$ cat config.mk
export PLATFORM = sky130hd
export DESIGN_NAME = subservient_sram_arbiter_flat
export DESIGN_NICKNAME = d
export VERILOG_FILES = /design/src/rtl/subservient_sram_arbiter_pkg.sv /design/src/rtl/subservient_sram_arbiter_if.sv /design/src/rtl/subservient_sram_arbiter_rr_arb2.sv /design/src/rtl/subservient_sram_arbiter.sv /design/src/flat_wrapper.sv
export SDC_FILE = /design/constraint.sdc
export NUM_CORES = 1
export LEC_CHECK = 0
export BUFFER_PORTS_ARGS = -buffer_cell sky130_fd_sc_hd__buf_4
export CORE_UTILIZATION = 40
export DETAILED_ROUTE_END_ITERATION = 6
export GPL_TIMING_DRIVEN = 0
export PLACE_DENSITY = 0.76
export SYNTH_ARGS = -nofsm -noshare
export SYNTH_HDL_FRONTEND = slang
export SYNTH_HIERARCHICAL = 1
export SYNTH_SLANG_ARGS = --single-unit
$ cat constraint.sdc
create_clock -name i_clk -period 4.55 [get_ports i_clk]
set_clock_uncertainty 0.1 [all_clocks]
set_input_delay 0.6825 -clock i_clk [delete_from_list [all_inputs] [get_ports i_clk]]
set_output_delay 0.6825 -clock i_clk [all_outputs]
set_load 0.01 [all_outputs]
$ cat src/rtl/subservient_sram_arbiter_pkg.sv
// Shared types and widths for the SRAM arbiter: FSM states, requester ids,
// and the command payload presented to the 1rw1r macro.
package subservient_sram_arb_pkg;

  localparam int unsigned AW   = 8;
  localparam int unsigned DW   = 32;
  localparam int unsigned MW   = DW / 8;
  localparam int unsigned ADRW = 32;

  typedef enum logic [1:0] {
    ST_IDLE  = 2'd0,
    ST_CMD   = 2'd1,
    ST_RDATA = 2'd2,
    ST_ACK   = 2'd3
  } state_e;

  typedef enum logic {
    REQ_CPU = 1'b0,
    REQ_DBG = 1'b1
  } req_id_e;

  typedef struct packed {
    logic          we;
    logic [AW-1:0] addr;
    logic [DW-1:0] dat;
    logic [MW-1:0] sel;
  } mem_cmd_t;

endpackage

$ cat src/rtl/subservient_sram_arbiter_if.sv
// Single-cycle-ack memory bus used by both the CPU and the debug requester.
interface subservient_sram_arbiter_if;
  import subservient_sram_arb_pkg::*;

  logic [ADRW-1:0] adr;
  logic [DW-1:0]   dat;
  logic [MW-1:0]   sel;
  logic            we;
  logic            stb;
  logic [DW-1:0]   rdt;
  logic            ack;

  modport master (output adr, dat, sel, we, stb, input rdt, ack);
  modport slave  (input adr, dat, sel, we, stb, output rdt, ack);

endinterface

$ cat src/rtl/subservient_sram_arbiter_rr_arb2.sv
// Two-way round-robin picker; on a tie the requester that did not win last time is chosen.
module rr_arb2
  import subservient_sram_arb_pkg::*;
(
  input  logic [1:0] req_i,
  input  req_id_e    last_i,
  output req_id_e    gnt_c_o,
  output logic       valid_c_o
);

  always_comb begin
    valid_c_o = |req_i;
    gnt_c_o   = REQ_CPU;
    if (req_i == 2'b11) begin
      gnt_c_o = (last_i == REQ_CPU) ? REQ_DBG : REQ_CPU;
    end else if (req_i[1]) begin
      gnt_c_o = REQ_DBG;
    end
  end

endmodule

$ cat src/rtl/subservient_sram_arbiter.sv
// Shares one 1rw1r SRAM macro between CPU and debug buses: writes on port 0,
// reads on port 1, one access at a time, round-robin between requesters.
module subservient_sram_arbiter
  import subservient_sram_arb_pkg::*;
(
  input  logic                             i_clk,
  input  logic                             i_rst_n,
  input  logic                             i_cpu_hold,
  subservient_sram_arbiter_if.slave        cpu,
  subservient_sram_arbiter_if.slave        dbg,
  output logic                             o_csb0,
  output logic [MW-1:0]                    o_wmask0,
  output logic [AW-1:0]                    o_addr0,
  output logic [DW-1:0]                    o_din0,
  output logic                             o_csb1,
  output logic [AW-1:0]                    o_addr1,
  input  logic [DW-1:0]                    i_dout1
);

  state_e        state_q, state_d;
  req_id_e       last_q, last_d;
  req_id_e       id_q, id_d;
  logic          we_q, we_d;
  logic          csb0_q, csb0_d, csb1_q, csb1_d;
  logic [MW-1:0] wmask0_q, wmask0_d;
  logic [AW-1:0] addr0_q, addr0_d, addr1_q, addr1_d;
  logic [DW-1:0] din0_q, din0_d;
  logic          cpu_ack_q, cpu_ack_d, dbg_ack_q, dbg_ack_d;
  logic [DW-1:0] cpu_rdt_q, cpu_rdt_d, dbg_rdt_q, dbg_rdt_d;

  req_id_e       gnt_id_c;
  logic          gnt_valid_c;
  mem_cmd_t      cmd_c;
  logic          unused_adr_bits;

  // Upper and byte-lane address bits are ignored: the 256-word array aliases.
  assign unused_adr_bits = ^{cpu.adr[ADRW-1:AW+2], cpu.adr[1:0],
                             dbg.adr[ADRW-1:AW+2], dbg.adr[1:0]};

  rr_arb2 u_rr_arb2 (
    .req_i     ({dbg.stb, cpu.stb & ~i_cpu_hold}),
    .last_i    (last_q),
    .gnt_c_o   (gnt_id_c),
    .valid_c_o (gnt_valid_c)
  );

  always_comb begin
    if (gnt_id_c == REQ_CPU) begin
      cmd_c = '{we: cpu.we, addr: cpu.adr[AW+1:2], dat: cpu.dat, sel: cpu.sel};
    end else begin
      cmd_c = '{we: dbg.we, addr: dbg.adr[AW+1:2], dat: dbg.dat, sel: dbg.sel};
    end
  end

  always_ff @(posedge i_clk or negedge i_rst_n) begin
    if (!i_rst_n) begin
      state_q   <= ST_IDLE;
      last_q    <= REQ_DBG;
      id_q      <= REQ_CPU;
      we_q      <= 1'b0;
      csb0_q    <= 1'b1;
      csb1_q    <= 1'b1;
      wmask0_q  <= '0;
      addr0_q   <= '0;
      addr1_q   <= '0;
      din0_q    <= '0;
      cpu_ack_q <= 1'b0;
      dbg_ack_q <= 1'b0;
      cpu_rdt_q <= '0;
      dbg_rdt_q <= '0;
    end else begin
      state_q   <= state_d;
      last_q    <= last_d;
      id_q      <= id_d;
      we_q      <= we_d;
      csb0_q    <= csb0_d;
      csb1_q    <= csb1_d;
      wmask0_q  <= wmask0_d;
      addr0_q   <= addr0_d;
      addr1_q   <= addr1_d;
      din0_q    <= din0_d;
      cpu_ack_q <= cpu_ack_d;
      dbg_ack_q <= dbg_ack_d;
      cpu_rdt_q <= cpu_rdt_d;
      dbg_rdt_q <= dbg_rdt_d;
    end
  end

  // Chip selects are only ever low for the single CMD cycle.
  always_comb begin
    state_d   = state_q;
    last_d    = last_q;
    id_d      = id_q;
    we_d      = we_q;
    csb0_d    = 1'b1;
    csb1_d    = 1'b1;
    wmask0_d  = wmask0_q;
    addr0_d   = addr0_q;
    addr1_d   = addr1_q;
    din0_d    = din0_q;
    cpu_ack_d = 1'b0;
    dbg_ack_d = 1'b0;
    cpu_rdt_d = cpu_rdt_q;
    dbg_rdt_d = dbg_rdt_q;

    case (state_q)
      ST_IDLE: begin
        if (gnt_valid_c) begin
          state_d = ST_CMD;
          last_d  = gnt_id_c;
          id_d    = gnt_id_c;
          we_d    = cmd_c.we;
          if (cmd_c.we) begin
            csb0_d   = ~(|cmd_c.sel);
            wmask0_d = cmd_c.sel;
            addr0_d  = cmd_c.addr;
            din0_d   = cmd_c.dat;
          end else begin
            csb1_d  = 1'b0;
            addr1_d = cmd_c.addr;
          end
        end
      end
      ST_CMD: begin
        if (we_q) begin
          state_d   = ST_ACK;
          cpu_ack_d = (id_q == REQ_CPU);
          dbg_ack_d = (id_q == REQ_DBG);
        end else begin
          state_d = ST_RDATA;
        end
      end
      ST_RDATA: begin
        state_d = ST_ACK;
        if (id_q == REQ_CPU) begin
          cpu_rdt_d = i_dout1;
          cpu_ack_d = 1'b1;
        end else begin
          dbg_rdt_d = i_dout1;
          dbg_ack_d = 1'b1;
        end
      end
      ST_ACK:  state_d = ST_IDLE;
      default: state_d = ST_IDLE;
    endcase
  end

  assign o_csb0   = csb0_q;
  assign o_wmask0 = wmask0_q;
  assign o_addr0  = addr0_q;
  assign o_din0   = din0_q;
  assign o_csb1   = csb1_q;
  assign o_addr1  = addr1_q;
  assign cpu.ack  = cpu_ack_q;
  assign cpu.rdt  = cpu_rdt_q;
  assign dbg.ack  = dbg_ack_q;
  assign dbg.rdt  = dbg_rdt_q;

endmodule
$ cat src/flat_wrapper.sv
// flat-port wrapper written by rule: the top's interface ports become plain ports
module subservient_sram_arbiter_flat import subservient_sram_arb_pkg::*;
  (i_clk, i_rst_n, i_cpu_hold, o_csb0, o_wmask0, o_addr0, o_din0, o_csb1, o_addr1, i_dout1, cpu_adr, cpu_dat, cpu_sel, cpu_we, cpu_stb, cpu_rdt, cpu_ack, dbg_adr, dbg_dat, dbg_sel, dbg_we, dbg_stb, dbg_rdt, dbg_ack);
  subservient_sram_arbiter_if cpu_i ();
  subservient_sram_arbiter_if dbg_i ();
  input  logic i_clk;
  input  logic i_rst_n;
  input  logic i_cpu_hold;
  output logic o_csb0;
  output logic [MW-1:0] o_wmask0;
  output logic [AW-1:0] o_addr0;
  output logic [DW-1:0] o_din0;
  output logic o_csb1;
  output logic [AW-1:0] o_addr1;
  input  logic [DW-1:0] i_dout1;
  input wire logic [$bits(cpu_i.adr)-1:0] cpu_adr;
  input wire logic [$bits(cpu_i.dat)-1:0] cpu_dat;
  input wire logic [$bits(cpu_i.sel)-1:0] cpu_sel;
  input wire logic [$bits(cpu_i.we)-1:0] cpu_we;
  input wire logic [$bits(cpu_i.stb)-1:0] cpu_stb;
  output wire logic [$bits(cpu_i.rdt)-1:0] cpu_rdt;
  output wire logic [$bits(cpu_i.ack)-1:0] cpu_ack;
  input wire logic [$bits(dbg_i.adr)-1:0] dbg_adr;
  input wire logic [$bits(dbg_i.dat)-1:0] dbg_dat;
  input wire logic [$bits(dbg_i.sel)-1:0] dbg_sel;
  input wire logic [$bits(dbg_i.we)-1:0] dbg_we;
  input wire logic [$bits(dbg_i.stb)-1:0] dbg_stb;
  output wire logic [$bits(dbg_i.rdt)-1:0] dbg_rdt;
  output wire logic [$bits(dbg_i.ack)-1:0] dbg_ack;
  assign cpu_i.adr = cpu_adr;
  assign cpu_i.dat = cpu_dat;
  assign cpu_i.sel = cpu_sel;
  assign cpu_i.we = cpu_we;
  assign cpu_i.stb = cpu_stb;
  assign cpu_rdt = cpu_i.rdt;
  assign cpu_ack = cpu_i.ack;
  assign dbg_i.adr = dbg_adr;
  assign dbg_i.dat = dbg_dat;
  assign dbg_i.sel = dbg_sel;
  assign dbg_i.we = dbg_we;
  assign dbg_i.stb = dbg_stb;
  assign dbg_rdt = dbg_i.rdt;
  assign dbg_ack = dbg_i.ack;
  subservient_sram_arbiter u_core (.i_clk(i_clk), .i_rst_n(i_rst_n), .i_cpu_hold(i_cpu_hold), .cpu(cpu_i), .dbg(dbg_i), .o_csb0(o_csb0), .o_wmask0(o_wmask0), .o_addr0(o_addr0), .o_din0(o_din0), .o_csb1(o_csb1), .o_addr1(o_addr1), .i_dout1(i_dout1));
endmodule
==> impl_metrics.yaml, run 1 <==
setup_path:
  cp_max_fo: 10
  crit_path_end_kind: "register"
  r2r-start: "u_core/last_q"
  cp-start-kind: "input port"
  cp.required_ps: 4740
  arrival_ps: 2510
  cp-startpoint: "cpu_stb"
  crit_type: "input port to register"
die:
  ios: 295
  die_area_um2: 13800
  die_w_um: 117
  row_count: 41
  die_y_um: 117
  core_um2: 12800
  initial_core_util_pct: 41.6
detailed_routing:
  drcViolationCount: 0
  detail_route.vias_per_cell: 4.75
  first_pass_iters: 4
  via_count: 3730
  postRouteAntennaNets: 0
  drt_iter0_drc: 137
  routedWlPerCell_um: 15.7
  wl_mm: 12.3
finish:
  areaGrowthSynthToFinish_pct: 49.4
  num-fill-cells: 998
  drive_above_1_share_pct: 63.7
  nNetsFinal: 780
  fin_util_pct: 62.1
  antennaDiodeCount: 0
synth:
  yosysSeqAreaShare_pct: 58.7
  yosys_most_used_dff: "dfrtp_1"
  synth_top_cell_by_area: "dfrtp_1"
  synth_cell_types: 29
  synth.net_count: 514
  ys.warnings.count: 6
  ys_async_sr_fraction_pct: 100
  synthCells: 336
  synth_edf_count: 0
  ys_top_cells_by_count: "dfrtp_1 (122), mux2_2 (78), mux2_1 (67)"
  synth_area_um2: 5340
  syn_area_per_cell_um2: 15.9
  ys_ff_latch: 125
  yosysMostFrequentCell: "dfrtp_1"
  synthDominantCellAreaShare_pct: 57.2
  synth_area_leaders: "dfrtp_1 (57%), mux2_2 (16%), mux2_1 (14%), mux2_4 (4.2%), dfstp_2 (1.5%)"
clock_network:
  cts_max_path_buffers: 2
  htreeDepth: 4
  cts-root-buf: "clkbuf_16"
  cts_tree: "yes"
  clk_transition_reported_paths_ps: 50
  cts-resized-gates: 0
  cts_setup_buffers: 0
  numCtsBuffers: 17
  cts_hold_buffers: 0
  cts.sinks: 125
  worstSkewPairLatency_ps: 400
global_routing:
  antenna_found_initial: 0
  grt_pass1_vias: 4198
  met3_usage_pct: 5.72
  grt_overflow: 0
  use_met2_pct: 32.6
  grt_first_pass_wirelength_mm: 20.7
  grt_max_degree: 72
  met1_usage_pct: 22.7
  grt_util_all_layers_pct: 19.3
  grt.busiest_layer: "met2"
sta:
  fmax_ghz: 0.431
  timing.hold.ws_ps: 124
  grt_setup_unrepaired: "false"
  timing.final.crit_share_pct: 51.0
  setup_viol: 0
  finalCriticalPeriod_ps: 2320
  hold_violations: 0
  slew_viol_final: 0
  setup_tns_ps: 0
  worst_pin_slew_ps: 524
  max_slew_margin_pct: 65.1
pwr:
  swShare_pct: 31.2
  pwr-share-comb_pct: 41.1
  p_seq_share_pct: 36.5
  power_density_nw_per_um2: 684
  intPower_w: 0.00375
  power.switching_w: 0.00170
  ir_worst_vdd_mv: 0.264
  p_leak_nw: 3.81
  pwr-share-clk_pct: 22.4
placed_design:
  place.gp.congestion: 0.770
  dp_hpwl_mm: 9.38
  port_buffers: 246
run:
  cap_violations: 0
status:
  status: "finished clean"
hold_path:
  hold_path.class: "input port to async pin"
==> power by group through the flow <==
| stage | Clock, W | Combinational, W | Sequential, W |
|---|---|---|---|
| final | 0.00122 | 0.00224 | 0.00199 |
| after global placement | 0 | 0.00222 | 0.00197 |
| after CTS | 0.00126 | 0.00227 | 0.00199 |
| after detailed placement | 0 | 0.00227 | 0.00200 |
| after global routing | 0.00131 | 0.00241 | 0.00206 |
| after floorplan | 0 | 0.000853 | 0.00222 |
==> stage by stage <==
stage          cells  setup WS, ps  area, µm²  power, W
6_report         786          2230       7970   0.00545
5_1_grt          786          2110       7970   0.00578
4_1_cts          786          2190       7970   0.00552
3_5_place_dp     755          1750       7430   0.00427
3_3_place_gp     754          1810       7400   0.00419
2_1_floorplan    336          2250       5340   0.00308
==> kinds of logic after synthesis <==
logic type / Yosys count / share of synthesized area [%]
adders and majority gates: 3 / 0.704
muxes: 161 / 35.1
DFF: 125 / 58.7
buffers and inverters: 21 / 2.42
and+or+nand+nor: 16 / 1.95
AOI/OAI and AO/OA: 10 / 1.15
==> registers in the layout, indices dropped and copies added, names as in the netlist, 2 cells and up <==
| signal | flops |
|---|---|
| u_core/state_q | 2 |
| u_core/cpu.rdt | 32 |
| u_core/o_addr0 | 8 |
| u_core/dbg.rdt | 32 |
| u_core/o_wmask0 | 4 |
| u_core/o_din0 | 32 |
| u_core/o_addr1 | 8 |
==> cell usage in the layout (no fill, tap or decap), types with 2 or more instances in the layout <==
master,synthesis,layout
clkinv_2,0,7
mux2_1,67,67
clkbuf_16,0,17
ha_1,3,3
mux2_2,78,78
dfrtp_1,122,122
and3_1,2,2
buf_6,5,6
clkinvlp_4,0,2
o21ai_1,3,3
o21ai_0,2,2
mux2_4,15,15
a21o_1,2,2
inv_1,3,3
nor2b_1,2,2
dfstp_2,3,3
buf_2,10,10
nor2_1,3,3
clkbuf_1,1,2
buf_4,0,245
nand2_1,3,3
==> layout make-up <==
cell class	instances	area, µm²	area share [%]
clock inverters	12	97.6	1.22
multi-input cells	190	2070	26.0
plain buffers	17	114	1.43
inverters	4	15.0	0.188
repair buffers	247	1880	23.6
flip-flops and latches	125	3130	39.3
clock buffers	19	443	5.56
well taps	172	215	2.70
==> path summary, 6_finish.rpt <==
check                                endpoint  slack (ps)  cells after the start
min in group i_clk              u_core/o_csb0         360                      2
hold / removal              u_core/cpu.rdt[6]         120                      1
hold reg to reg            u_core/cpu.rdt[20]         380                      1
setup / recovery            u_core/o_din0[18]        2230                      7
max in group asynchronous       u_core/o_csb0        3470                      2
setup reg to reg            u_core/o_din0[18]        2380                      5
==> layer usage <==
metal  share of wire [%]  routed length (µm)
met3                 6.9                 847
met5                   0                   0
met4                 1.9                 240
met1                  42                5140
met2                  50                6110
==> worst max-delay path: stages <==
cell and delay, ps:
buf_4 110, nor2b_1 140, a21boi_1 300, buf_2 340, buf_2 300, mux2_2 370
mux2_2 260
Power figures use the tool's default switching activity.
==> run 2, diff against run 1 <==
--- a/config.mk
+++ b/config.mk
@@ -5,6 +5,7 @@
 export SDC_FILE = /design/constraint.sdc
 export NUM_CORES = 1
 export LEC_CHECK = 0
+export ABC_AREA = 1
 export BUFFER_PORTS_ARGS = -buffer_cell sky130_fd_sc_hd__buf_4
 export CORE_UTILIZATION = 40
 export DETAILED_ROUTE_END_ITERATION = 6
==> constraint.sdc (replaced) <==
create_clock -name i_clk -period 2.4 [get_ports i_clk]
set_clock_uncertainty 0.1 [all_clocks]
set_input_delay 0.36 -clock i_clk [delete_from_list [all_inputs] [get_ports i_clk]]
set_output_delay 0.36 -clock i_clk [all_outputs]
set_load 0.01 [all_outputs]
==> impl_metrics.yaml, run 2 <==
sta:
  setup_viol: 0
  hold_violations: 0
  finalCriticalPeriod_ps: 1860
  slew_viol_final: 0
  max_slew_margin_pct: 63.1
  setup_tns_ps: 0
  grt_setup_unrepaired: "false"
  worst_pin_slew_ps: 554
  timing.final.crit_share_pct: 77.4
  fmax_ghz: 0.539
setup_path:
  crit_path_end_kind: "register"
  arrival_ps: 2090
  cp_max_fo: 10
  crit_type: "register to register"
  cp.required_ps: 2630
  cp-start-kind: "register"
synth:
  synth_area_leaders: "dfrtp_1 (57%), nand2_1 (22%), o21ai_0 (6.3%), nand3_1 (4.9%), inv_1 (2.9%)"
  synth_top_cell_by_area: "dfrtp_1"
  synth_cell_types: 19
  ys_async_sr_fraction_pct: 100
  synth_edf_count: 0
  yosys_most_used_dff: "dfrtp_1"
  synth_area_um2: 5380
  ys_ff_latch: 125
  synthCells: 655
  synth.net_count: 833
  syn_area_per_cell_um2: 8.21
  yosysSeqAreaShare_pct: 58.3
  synthDominantCellAreaShare_pct: 56.8
  ys.warnings.count: 6
  ys_top_cells_by_count: "nand2_1 (315), dfrtp_1 (122), o21ai_0 (68)"
  yosysMostFrequentCell: "nand2_1"
clock_network:
  clk_transition_reported_paths_ps: 60
  htreeDepth: 4
  cts_max_path_buffers: 2
  cts-root-buf: "clkbuf_16"
  numCtsBuffers: 17
  cts-resized-gates: 0
  cts_tree: "yes"
  cts.sinks: 125
  worstSkewPairLatency_ps: 400
global_routing:
  grt_util_all_layers_pct: 23.4
  grt_overflow: 0
  grt_max_degree: 94
  grt_first_pass_wirelength_mm: 25.8
  grt_pass1_vias: 5164
  antenna_found_initial: 0
pwr:
  swShare_pct: 36.2
  power.switching_w: 0.00366
  p_seq_share_pct: 36.1
  pwr-share-comb_pct: 40.5
  p_leak_nw: 4.58
  power_density_nw_per_um2: 1260
  pwr-share-clk_pct: 23.4
  ir_worst_vdd_mv: 0.506
  intPower_w: 0.00645
detailed_routing:
  drt_iter0_drc: 349
  via_count: 5220
  detail_route.vias_per_cell: 4.72
  wl_mm: 15.8
  first_pass_iters: 6
  drcViolationCount: 0
  routedWlPerCell_um: 14.2
  postRouteAntennaNets: 0
placed_design:
  port_buffers: 246
  placed_cells: 1074
  dp_hpwl_mm: 11.8
  place.gp.congestion: 0.852
  placed_cell_area_um2: 7470
finish:
  num-fill-cells: 1151
  drive_above_1_share_pct: 33.3
  design_area_um2: 8040
  register_area_um2: 3130
  antennaDiodeCount: 0
  areaGrowthSynthToFinish_pct: 49.6
  final_cell_count_no_fill: 1107
  layout.cells.most_common_list: "nand2_1 (315), buf_4 (251), dfrtp_1 (122)"
  multiInputGateArea_um2: 1910
  nNetsFinal: 1100
  final_common_cell: "nand2_1"
die:
  die_y_um: 118
  initial_core_util_pct: 41.7
  ios: 295
  die_area_um2: 13900
  core_um2: 12900
  die_w_um: 118
  row_count: 41
status:
  status: "finished clean"
run:
  cap_violations: 0
hold_path:
  hold_path.class: "input port to register"
[run 2: changes by cell type after synthesis, moves of 38 or more]
| cell | previous run | this run |
|---|---|---|
| nand2_1 | 3 | 315 |
| nand3_1 | 0 | 53 |
| o21ai_0 | 2 | 68 |
| mux2_1 | 67 | 0 |
| inv_1 | 3 | 41 |
| mux2_2 | 78 | 0 |
[run 2: power groups by stage]
stage	Sequential, W	Clock [W]	Combinational [W]
global route	0.00377	0.00253	0.00451
CTS	0.00366	0.00243	0.00413
floorplan	0.00407	0	0.00144
detailed placement	0.00367	0	0.00412
global placement	0.00364	0	0.00403
finish	0.00365	0.00237	0.00409
[run 2: cell type report]
class,instances,area share [%]
plain buffers,35,2.18
clock buffers,19,5.51
clock inverters,13,1.46
multi-input cells,452,23.7
flip-flops and latches,125,39.0
repair buffers,248,23.5
well taps,172,2.68
inverters,43,2.01
[run 2: kinds of logic (layout without fill, tap and decap cells)]
group / Yosys count / after routing / share of synthesized area, %
flops: 125 / 125 / 58.3
fa+ha+maj: 3 / 3 / 0.698
simple gates: 378 / 378 / 28.1
compound gates: 71 / 71 / 6.68
buf+inv: 78 / 358 / 6.26
[run 2: path summary, 6_finish.rpt]
check                         startpoint                 end  slack (ps)  cells after the start
setup / recovery           u_core/last_q    u_core/o_din0[2]         540                      7
hold / removal               i_dout1[18]  u_core/dbg.rdt[18]         140                      3
setup reg to reg           u_core/last_q    u_core/o_din0[2]         540                      7
hold reg to reg            u_core/last_q       u_core/last_q         370                      2
max in group asynchronous        i_rst_n       u_core/last_q        1130                      3
min in group asynchronous        i_rst_n   u_core/cpu.rdt[3]         310                      2
[run 2: critical path, cell delays in order (launching register included)]
cell and delay, ps:
dfstp_2 530, a21oi_1 130, inv_2 200, clkbuf_1 460, nand2_1 100, nand2_1 110
nand3_1 70, nand2_1 90
[run 2: per-layer routing]
metal	up-vias	part of all wire (%)	global-route usage [%]
met5	-	0	0
met4	0	1.7	8.33
met3	18	6.8	5.96
met2	214	48	38.6
met1	2406	43	29.5
li1	2582	-	-
[run 2: through the flow]
stage	worst slack (ps)	hold WS (ps)	util [%]	power (W)
3_3_place_gp	355	356	57.8	0.00767
4_1_cts	529	121	62.4	0.0102
3_5_place_dp	342	159	58.0	0.00778
6_report	543	136	62.4	0.0101
2_1_floorplan	840	-35.6	-	0.00552
5_1_grt	350	137	62.4	0.0108
[run 2: timing repair]
item	in CTS	in global routing
setup buffers	0	0
endpoints found under the hold margin	32	0
hold buffers	1	0
